### src/rtl/mbc_pkg.sv
// Shared constants and types for the banked cartridge memory controller.
package mbc_pkg;

  localparam logic [15:0] ROM0_BASE    = 16'h0000;
  localparam logic [15:0] ROM0_LIMIT   = 16'h3FFF;
  localparam logic [15:0] ROMX_BASE    = 16'h4000;
  localparam logic [15:0] ROMX_LIMIT   = 16'h7FFF;
  localparam logic [15:0] RAMEN_BASE   = 16'h0000;
  localparam logic [15:0] RAMEN_LIMIT  = 16'h1FFF;
  localparam logic [15:0] BANKLO_BASE  = 16'h2000;
  localparam logic [15:0] BANKLO_LIMIT = 16'h3FFF;
  localparam logic [15:0] BANKHI_BASE  = 16'h4000;
  localparam logic [15:0] BANKHI_LIMIT = 16'h5FFF;
  localparam logic [15:0] MODE_BASE    = 16'h6000;
  localparam logic [15:0] MODE_LIMIT   = 16'h7FFF;
  localparam logic [15:0] RAM_BASE     = 16'hA000;
  localparam logic [15:0] RAM_LIMIT    = 16'hBFFF;

  localparam logic [3:0] RAM_EN_KEY = 4'hA;

  typedef enum logic [1:0] {
    IDLE    = 2'd0,
    RD_WAIT = 2'd1,
    WR_WAIT = 2'd2
  } mbc_state_e;

  function automatic logic in_window(input logic [15:0] a,
                                     input logic [15:0] base,
                                     input logic [15:0] limit);
    return (a >= base) && (a <= limit);
  endfunction

endpackage

### src/rtl/mbc_if.sv
// CPU-side and backing-memory-side bus of the banked cartridge controller.
// master = the controller view, slave = the CPU/memory environment view.
interface mbc_if #(
  parameter int MEM_ADDR_W = 21
);
  logic [15:0]           address;
  logic [7:0]            indata;
  logic [7:0]            outdata;
  logic                  load;
  logic                  store;
  logic                  busy;
  logic [MEM_ADDR_W-1:0] mem_addr;
  logic                  mem_sel;
  logic                  mem_rd;
  logic                  mem_wr;
  logic [7:0]            mem_wdata;
  logic [7:0]            mem_rdata;
  logic                  mem_ack;

  modport master (
    input  address, indata, load, store, mem_rdata, mem_ack,
    output outdata, busy, mem_addr, mem_sel, mem_rd, mem_wr, mem_wdata
  );

  modport slave (
    output address, indata, load, store, mem_rdata, mem_ack,
    input  outdata, busy, mem_addr, mem_sel, mem_rd, mem_wr, mem_wdata
  );
endinterface

### src/rtl/mbc_bank_regs.sv
// Bank register file and combinational bank mapping.
// RAM enable / RAM bank ports exist only when MBC_RAM_EN is defined.
module mbc_bank_regs
  import mbc_pkg::*;
#(
  parameter int ROM_LO_BITS = 5,
  parameter int HI_BITS     = 2,
  parameter logic [ROM_LO_BITS+HI_BITS-1:0] ROM_BANK_MASK = '1
) (
  input  logic                           clockgb,
  input  logic                           reset,
  input  logic                           we_lo,
  input  logic                           we_hi,
  input  logic                           we_mode,
`ifdef MBC_RAM_EN
  input  logic                           we_ramen,
  output logic                           ram_en,
  output logic [HI_BITS-1:0]             ram_bank,
`endif
  input  logic [ROM_LO_BITS-1:0]         wr_data,
  input  logic                           upper_half,
  output logic [ROM_LO_BITS+HI_BITS-1:0] rom_bank
);

  logic [ROM_LO_BITS-1:0] bank_lo;
  logic [HI_BITS-1:0]     bank_hi;
  logic                   mode;
  logic [ROM_LO_BITS+HI_BITS-1:0] raw_bank;

  always_ff @(posedge clockgb) begin
    if (reset) begin
      bank_lo <= ROM_LO_BITS'(1);
      bank_hi <= '0;
      mode    <= 1'b0;
    end else begin
      // bank 0 is never selectable in the switchable window
      if (we_lo)   bank_lo <= (wr_data == '0) ? ROM_LO_BITS'(1) : wr_data;
      if (we_hi)   bank_hi <= wr_data[HI_BITS-1:0];
      if (we_mode) mode    <= wr_data[0];
    end
  end

`ifdef MBC_RAM_EN
  always_ff @(posedge clockgb) begin
    if (reset)         ram_en <= 1'b0;
    else if (we_ramen) ram_en <= (wr_data[3:0] == RAM_EN_KEY);
  end

  assign ram_bank = mode ? bank_hi : '0;
`endif

  always_comb begin
    raw_bank = '0;
    if (upper_half)  raw_bank = {bank_hi, bank_lo};
    else if (mode)   raw_bank = {bank_hi, {ROM_LO_BITS{1'b0}}};
  end

  // mask is applied after the zero correction, so a masked bank may still be 0
  assign rom_bank = raw_bank & ROM_BANK_MASK;

endmodule

### src/rtl/mbc_banked.sv
// Banked cartridge memory controller: CPU decode, FSM and backing-memory handshake.
// Build option MBC_RAM_EN adds the A000-BFFF cart RAM window and RAM write path.
module mbc_banked
  import mbc_pkg::*;
#(
  parameter int ROM_LO_BITS = 5,
  parameter int HI_BITS     = 2,
  parameter logic [ROM_LO_BITS+HI_BITS-1:0] ROM_BANK_MASK = '1,
  parameter int MEM_ADDR_W  = 14 + ROM_LO_BITS + HI_BITS
) (
  input  logic  clockgb,
  input  logic  reset,
  mbc_if.master bus
);

  localparam int BANK_W = ROM_LO_BITS + HI_BITS;

  mbc_state_e            state_q, state_nxt;
  logic [7:0]            outdata_q, outdata_nxt;
  logic                  busy_q, busy_nxt;
  logic                  rd_q, rd_nxt;
  logic                  wr_q, wr_nxt;
  logic                  sel_q, sel_nxt;
  logic [MEM_ADDR_W-1:0] addr_q, addr_nxt;
  logic [7:0]            wdata_q, wdata_nxt;

  logic [BANK_W-1:0]     rom_bank;
  logic                  rom_win;
  logic                  reg_wr;
  logic                  we_lo, we_hi, we_mode;

  assign rom_win = in_window(bus.address, ROM0_BASE, ROMX_LIMIT);
  assign reg_wr  = (state_q == IDLE) && bus.store && rom_win;
  assign we_lo   = reg_wr && in_window(bus.address, BANKLO_BASE, BANKLO_LIMIT);
  assign we_hi   = reg_wr && in_window(bus.address, BANKHI_BASE, BANKHI_LIMIT);
  assign we_mode = reg_wr && in_window(bus.address, MODE_BASE, MODE_LIMIT);

`ifdef MBC_RAM_EN
  logic                  ram_win;
  logic                  ram_en;
  logic                  we_ramen;
  logic [HI_BITS-1:0]    ram_bank;
  logic [MEM_ADDR_W-1:0] ram_addr;

  assign ram_win  = in_window(bus.address, RAM_BASE, RAM_LIMIT);
  assign we_ramen = reg_wr && in_window(bus.address, RAMEN_BASE, RAMEN_LIMIT);
  assign ram_addr = MEM_ADDR_W'({ram_bank, bus.address[12:0]});
`endif

  mbc_bank_regs #(
    .ROM_LO_BITS   (ROM_LO_BITS),
    .HI_BITS       (HI_BITS),
    .ROM_BANK_MASK (ROM_BANK_MASK)
  ) u_regs (
    .clockgb    (clockgb),
    .reset      (reset),
    .we_lo      (we_lo),
    .we_hi      (we_hi),
    .we_mode    (we_mode),
`ifdef MBC_RAM_EN
    .we_ramen   (we_ramen),
    .ram_en     (ram_en),
    .ram_bank   (ram_bank),
`endif
    .wr_data    (bus.indata[ROM_LO_BITS-1:0]),
    .upper_half (bus.address[14]),
    .rom_bank   (rom_bank)
  );

  always_ff @(posedge clockgb) begin
    if (reset) begin
      state_q   <= IDLE;
      outdata_q <= 8'hFF;
      busy_q    <= 1'b0;
      rd_q      <= 1'b0;
      wr_q      <= 1'b0;
      sel_q     <= 1'b0;
      addr_q    <= '0;
      wdata_q   <= '0;
    end else begin
      state_q   <= state_nxt;
      outdata_q <= outdata_nxt;
      busy_q    <= busy_nxt;
      rd_q      <= rd_nxt;
      wr_q      <= wr_nxt;
      sel_q     <= sel_nxt;
      addr_q    <= addr_nxt;
      wdata_q   <= wdata_nxt;
    end
  end

  always_comb begin
    state_nxt   = state_q;
    outdata_nxt = outdata_q;
    busy_nxt    = busy_q;
    rd_nxt      = rd_q;
    wr_nxt      = wr_q;
    sel_nxt     = sel_q;
    addr_nxt    = addr_q;
    wdata_nxt   = wdata_q;
    case (state_q)
      IDLE: begin
        // store has priority; a simultaneous load is dropped
        if (bus.store) begin
          wdata_nxt = bus.indata;
`ifdef MBC_RAM_EN
          if (ram_win && ram_en) begin
            wr_nxt    = 1'b1;
            busy_nxt  = 1'b1;
            sel_nxt   = 1'b1;
            addr_nxt  = ram_addr;
            state_nxt = WR_WAIT;
          end
`endif
        end else if (bus.load) begin
          if (rom_win) begin
            rd_nxt    = 1'b1;
            busy_nxt  = 1'b1;
            sel_nxt   = 1'b0;
            addr_nxt  = MEM_ADDR_W'({rom_bank, bus.address[13:0]});
            state_nxt = RD_WAIT;
          end
`ifdef MBC_RAM_EN
          else if (ram_win) begin
            if (ram_en) begin
              rd_nxt    = 1'b1;
              busy_nxt  = 1'b1;
              sel_nxt   = 1'b1;
              addr_nxt  = ram_addr;
              state_nxt = RD_WAIT;
            end else begin
              outdata_nxt = 8'hFF;
            end
          end
`endif
        end
      end
      RD_WAIT: begin
        if (bus.mem_ack) begin
          outdata_nxt = bus.mem_rdata;
          rd_nxt      = 1'b0;
          busy_nxt    = 1'b0;
          state_nxt   = IDLE;
        end
      end
      WR_WAIT: begin
        if (bus.mem_ack) begin
          wr_nxt    = 1'b0;
          busy_nxt  = 1'b0;
          state_nxt = IDLE;
        end
      end
      default: state_nxt = IDLE;
    endcase
  end

  assign bus.outdata   = outdata_q;
  assign bus.busy      = busy_q;
  assign bus.mem_rd    = rd_q;
  assign bus.mem_wr    = wr_q;
  assign bus.mem_sel   = sel_q;
  assign bus.mem_addr  = addr_q;
  assign bus.mem_wdata = wdata_q;

endmodule

### src/flat_wrapper.sv
// flat-port wrapper written by rule: the top's interface ports become plain ports
module mbc_banked_flat import mbc_pkg::*;
#(
  parameter int ROM_LO_BITS = 5,
  parameter int HI_BITS     = 2,
  parameter logic [ROM_LO_BITS+HI_BITS-1:0] ROM_BANK_MASK = '1,
  parameter int MEM_ADDR_W  = 14 + ROM_LO_BITS + HI_BITS
)
  (clockgb, reset, bus_address, bus_indata, bus_load, bus_store, bus_mem_rdata, bus_mem_ack, bus_outdata, bus_busy, bus_mem_addr, bus_mem_sel, bus_mem_rd, bus_mem_wr, bus_mem_wdata);
  mbc_if #(.MEM_ADDR_W(MEM_ADDR_W)) bus_i ();
  input  logic clockgb;
  input  logic reset;
  input wire logic [$bits(bus_i.address)-1:0] bus_address;
  input wire logic [$bits(bus_i.indata)-1:0] bus_indata;
  input wire logic [$bits(bus_i.load)-1:0] bus_load;
  input wire logic [$bits(bus_i.store)-1:0] bus_store;
  input wire logic [$bits(bus_i.mem_rdata)-1:0] bus_mem_rdata;
  input wire logic [$bits(bus_i.mem_ack)-1:0] bus_mem_ack;
  output wire logic [$bits(bus_i.outdata)-1:0] bus_outdata;
  output wire logic [$bits(bus_i.busy)-1:0] bus_busy;
  output wire logic [$bits(bus_i.mem_addr)-1:0] bus_mem_addr;
  output wire logic [$bits(bus_i.mem_sel)-1:0] bus_mem_sel;
  output wire logic [$bits(bus_i.mem_rd)-1:0] bus_mem_rd;
  output wire logic [$bits(bus_i.mem_wr)-1:0] bus_mem_wr;
  output wire logic [$bits(bus_i.mem_wdata)-1:0] bus_mem_wdata;
  assign bus_i.address = bus_address;
  assign bus_i.indata = bus_indata;
  assign bus_i.load = bus_load;
  assign bus_i.store = bus_store;
  assign bus_i.mem_rdata = bus_mem_rdata;
  assign bus_i.mem_ack = bus_mem_ack;
  assign bus_outdata = bus_i.outdata;
  assign bus_busy = bus_i.busy;
  assign bus_mem_addr = bus_i.mem_addr;
  assign bus_mem_sel = bus_i.mem_sel;
  assign bus_mem_rd = bus_i.mem_rd;
  assign bus_mem_wr = bus_i.mem_wr;
  assign bus_mem_wdata = bus_i.mem_wdata;
  mbc_banked #(.ROM_LO_BITS(ROM_LO_BITS), .HI_BITS(HI_BITS), .ROM_BANK_MASK(ROM_BANK_MASK), .MEM_ADDR_W(MEM_ADDR_W)) u_core (.clockgb(clockgb), .reset(reset), .bus(bus_i));
endmodule
### config.mk
export PLATFORM = sky130hd
export DESIGN_NAME = mbc_banked_flat
export DESIGN_NICKNAME = d
export VERILOG_FILES = /design/src/rtl/mbc_pkg.sv /design/src/rtl/mbc_if.sv /design/src/rtl/mbc_bank_regs.sv /design/src/rtl/mbc_banked.sv /design/src/flat_wrapper.sv
export SDC_FILE = /design/constraint.sdc
export NUM_CORES = 1
export LEC_CHECK = 0
export ABC_AREA = 1
export BUFFER_PORTS_ARGS = -buffer_cell sky130_fd_sc_hd__buf_2
export CAP_MARGIN = 20
export CORE_ASPECT_RATIO = 0.5
export CORE_UTILIZATION = 40
export DETAILED_ROUTE_END_ITERATION = 8
export GPL_ROUTABILITY_DRIVEN = 0
export PLACE_DENSITY = 0.69
export SLEW_MARGIN = 0
export SYNTH_ARGS = -nofsm -noshare
export SYNTH_HDL_FRONTEND = slang
export SYNTH_SLANG_ARGS = --single-unit
export TNS_END_PERCENT = 30
### constraint.sdc
create_clock -name clockgb -period 1.88 [get_ports clockgb]
set_clock_uncertainty 0.15 [all_clocks]
set_input_delay 0.094 -clock clockgb [delete_from_list [all_inputs] [get_ports clockgb]]
set_output_delay 0.094 -clock clockgb [all_outputs]
set_load 0.05 [all_outputs]
## Word level (Yosys, flattened, before mapping)

Index checks and enable logic that the tools add are counted.
Widths: inputs -> output; s select.

| word-level totals | value |
|---|---|
| output and inout bits | 41 |
| bits in registers | 49 |
| word-level logic and storage cells | 58 |
| bits of input ports | 37 |

| operators by class | value |
|---|---|
| $lt $le $gt $ge | 7 |
| multiplexer cells | 14 |
| reductions and logical operators | 20 |
| equal/unequal tests | 7 |
| bitwise operators | 1 |

Operators by type and width:

| cell | number |
|---|---|
| $ge 16x15->1 const B | 2 |
| $le 16x15->1 const B | 2 |
| $ge 16x1->1 const B | 1 |
| $ge 16x14->1 const B | 1 |
| $le 16x14->1 const B | 1 |
| $mux 7 | 2 |
| $reduce_and 5->1 | 2 |
| $logic_and 1x1->1 | 9 |
| $mux 2 | 4 |
| $reduce_and 4->1 | 2 |
| $ne 2x2->1 const B | 3 |
| $logic_not 5->1 | 1 |
| $mux 5 | 1 |
| $mux 1 | 4 |
| $ne 2x1->1 const B | 2 |
| $pmux 1 s2 | 2 |
| $pmux 2 s2 | 1 |
| $reduce_and 2->1 | 2 |
| $reduce_bool 2->1 | 2 |
| $eq 2x1->1 const B | 1 |
| $eq 2x2->1 const B | 1 |
| $logic_not 2->1 | 1 |
| $reduce_or 2->1 | 1 |
| $not 1->1 | 1 |

## Logic depth before layout (Yosys ltp)

| depth | value |
|---|---|
| depth after elaboration | 6 |
| gate-level depth with buffers | 7 |

## Modules after synthesis

A second synthesis with hierarchy kept.

| unflattened totals | value |
|---|---|
| cell total of the unflattened synthesis | 278 |
| area, all modules | 2008.2 um^2 |

Modules (own cells, without submodules):

| module | area each (um^2) | times used | cells each |
|---|---|---|---|
| mbc_banked | 1660.3 | 1 | 230 |
| mbc_bank_regs | 347.8 | 1 | 48 |

## Worst setup path after synthesis

OpenSTA, ideal clock, no wires.

| path | value |
|---|---|
| kind | register to register |
| start point | reg, netlist name u_core.bus.busy |
| end point | reg u_core.wdata_q[2], in the netlist u_core.bus.mem_wdata[2] |
| stages on the path, launching flop included | 7 |
| setup time | 0.120 ns |
| arrival | 1.327 ns |
| path buffers | 1 |
| slack | 0.283 ns |
| period minus slack after synthesis | 1.597 ns |
| required time | 1.610 ns |
| cell sequence | dfxtp_1 -> inv_1 -> nand2_2 -> inv_2 -> buf_4 -> o21ai_0 -> a21oi_1 |

RTL lines:

| element | line | text |
|---|---|---|
| to (signal assigned) | mbc_banked.sv:88 | `wdata_q <= wdata_nxt;` |
| to (decl) | mbc_banked.sv:25 | `logic [7:0] wdata_q, wdata_nxt;` |

==> out/results.txt <==
leak pwr - 0.00131 uW
1st-pass router iterations - 8
core box area - 4140 sq um
DP HPWL - 3.09 mm
Worst EP required - 1.91 ns
Non-Filler Instances - 408
DR DRC count - 9
die height - 49.8 microns
PD cells - 851 nW/um^2
post-route cell area - 2660 sq um
vias in the first global route - 1775
Levels on crit path - 6
Clk Latency, worst-skew pair - 0.29 ns
Inst Count DP - 368
reg2reg path depth - 6
share of cells above drive strength 1 - 26.6%
number of clock sinks - 47
unrepaired setup endpoints after global routing - no
Bufs on Longest Clock Path - 2
Die W - 97.6 microns
DIE AREA - 4860 sq um
cts bufs inserted - 5
Critical Path End Type - register
H-tree Lvls - 2
VDD IR-drop max - 0.369 mV
TNS Setup - 0 ns
Worst Path Buf+Inv - 2
max-cap viol count - 0
critical path's most frequent cell - nor2_1
Setup Viol. Count Final - 0
Max Clock Freq - 0.559 GHz
failing checks - design-rule violations
CP startpoint kind - register
number of fill cells - 395
CP delay by family, top - buffers and inverters
Syn Area/Cell - 7.41 sq um
Storage cell area - 941 sq um
sequential share of the synthesized area - 51.4%
DRT iter0 DRCs - 73
Syn Inst Count - 247
reg-to-reg setup timing slack - 0.09 ns
critical path class - reg2reg
I/O pins - 78
commonest cells after routing, fill and taps aside - 75 x buf_2, 63 x nor2_1, 47 x dfxtp_1, 42 x nand2_1, 32 x dlygate4sd3_1
Initial Util - 44.1%
CP endpoint - u_core.bus.busy
Reg-to-Reg Start - u_core.bus.busy
pin count of the biggest net entering global routing - 27
clk slew on worst S/H paths - 0.08 ns
port bufs - 75
register bit total from synthesis - 47
Synth Cell Area - 1830 sq um
Crit. Startpoint - u_core.bus.busy
Max Slew Vio Count - 0
initial antenna violation count - 0
RR Endpoint - u_core.bus.busy
Worst Path Arrival - 1.82 ns
final hold vios - 0
Area Growth Syn to Fin - 45.1%
placed cell areas - 2210 sq um
antenna cells - 0
Post-CTS Setup Bufs - 0
final core occ - 64.1%
GRT overflow - 0
vias - 1910
Worst path max stage delay - 0.55 ns
most common cell after layout, fill and taps aside - buf_2
Final min period - 1.79 ns
CTS tree - built
average wire per standard cell - 11.2 microns
Distinct cells, synth - 22
CP Max Fanout - 26
run status - finished with violations
first-pass GRT wire length - 7.73 mm
worst hold path depth - 3
post-detailed-route count of antenna-violating nets - 0
total number of yosys warnings - 0
Hold Crit Class - in2reg
GRT Total Usage - 20.2%
root buffer cell - clkbuf_8
area of the multi-input gates - 742 sq um
via/cell ratio - 4.68
Tcrit/Tclk final - 95.2%
Critical Path, Cell by Cell - nor2_2 -> nand2_4 -> inv_6 -> nor2_1 -> nor2_1 -> dlygate4sd3_1
Routed Wire Length - 4.58 mm
FP Rows - 16
Slowest cell on crit path - dlygate4sd3_1
NumNets Final - 390
-- cell type report --
type / instances / area share, %
Tap cell: 54 / 2.54
Inverter: 19 / 2.87
Multi-Input combinational cell: 171 / 27.9
Timing Repair Buffer: 109 / 26.8
Clock buffer: 6 / 3.11
Clock inverter: 2 / 1.32
Sequential cell: 47 / 35.4
-- stage by stage --
step                      setup slack (ns)  hold slack [ns]  total power, uW
after floorplan                      0.283           0.0131             1370
after global placement               0.604            0.142             1460
after detailed placement             0.554            0.146             1470
after CTS                           0.0898           0.0366             2270
after global routing                0.0219           0.0648             2370
final                               0.0911           0.0490             2260
-- cells by family after synthesis --
logic type	after synthesis	share of synthesized area, %
AO/OA/AOI/OAI	37	10.3
buffers and inverters	30	8.21
flip-flops	47	51.4
other	1	0.205
AND/OR/NAND/NOR	132	29.9
-- sequential cells by signal (all words and copies together), names as in the netlist --
name,count
u_core.u_regs.bank_lo,5
u_core.u_regs.bank_hi,2
u_core.bus.busy,1
u_core.u_regs.mode,1
u_core.bus.mem_wdata,8
u_core.bus.mem_addr,21
u_core.bus.outdata,8
u_core.bus.mem_rd,1
-- tightest hold or removal path, stage by stage --
cell     delay (ns)
buf_2          0.19
a21oi_1        0.10
nor2_1         0.07
-- routing by layer --
| metal | GRT usage [%] | wire length, microns | up-vias |
|---|---|---|---|
| met4 | 5.81 | 33 | 0 |
| met5 | 0 | 0 | - |
| li1 | - | - | 985 |
| met2 | 35.7 | 2100 | 56 |
| met3 | 6.81 | 265 | 4 |
| met1 | 23.5 | 2190 | 865 |
-- where the power goes --
group          internal (uW)  switching (uW)
clock                    430             325
sequential              1040            23.1
combinational            144             294
total                   1620             642
-- how the worst min path moves through the flow --
stage                    start                       to  slack (ns)
6_report       bus_address[14]  u_core.bus.mem_addr[17]        0.05
5_1_grt        bus_address[14]  u_core.bus.mem_addr[18]        0.06
4_1_cts        bus_address[14]  u_core.bus.mem_addr[17]        0.04
3_5_place_dp             reset          u_core.bus.busy        0.15
3_3_place_gp             reset          u_core.bus.busy        0.14
2_1_floorplan            reset        u_core.bus.mem_rd        0.01
-- cells in the mapped netlist (all sizes together) --
cell type / instances / area (sq um)
a21oi: 11 / 55.1
buf: 10 / 72.6
dfxtp: 47 / 941
nor3: 2 / 10.0
conb: 1 / 3.75
nand3: 19 / 100
inv: 18 / 70.1
o21a: 1 / 7.51
clkinv: 1 / 3.75
nand2: 44 / 175
clkbuf: 1 / 3.75
o21ai: 25 / 125
nor2: 67 / 262
-- repair_timing --
item                       CTS  global route
hold buffers                32             0
setup endpoints to repair    0             1
hold endpoints to repair    33             0
resized for setup            0             1
Power figures use the tool's default switching activity.
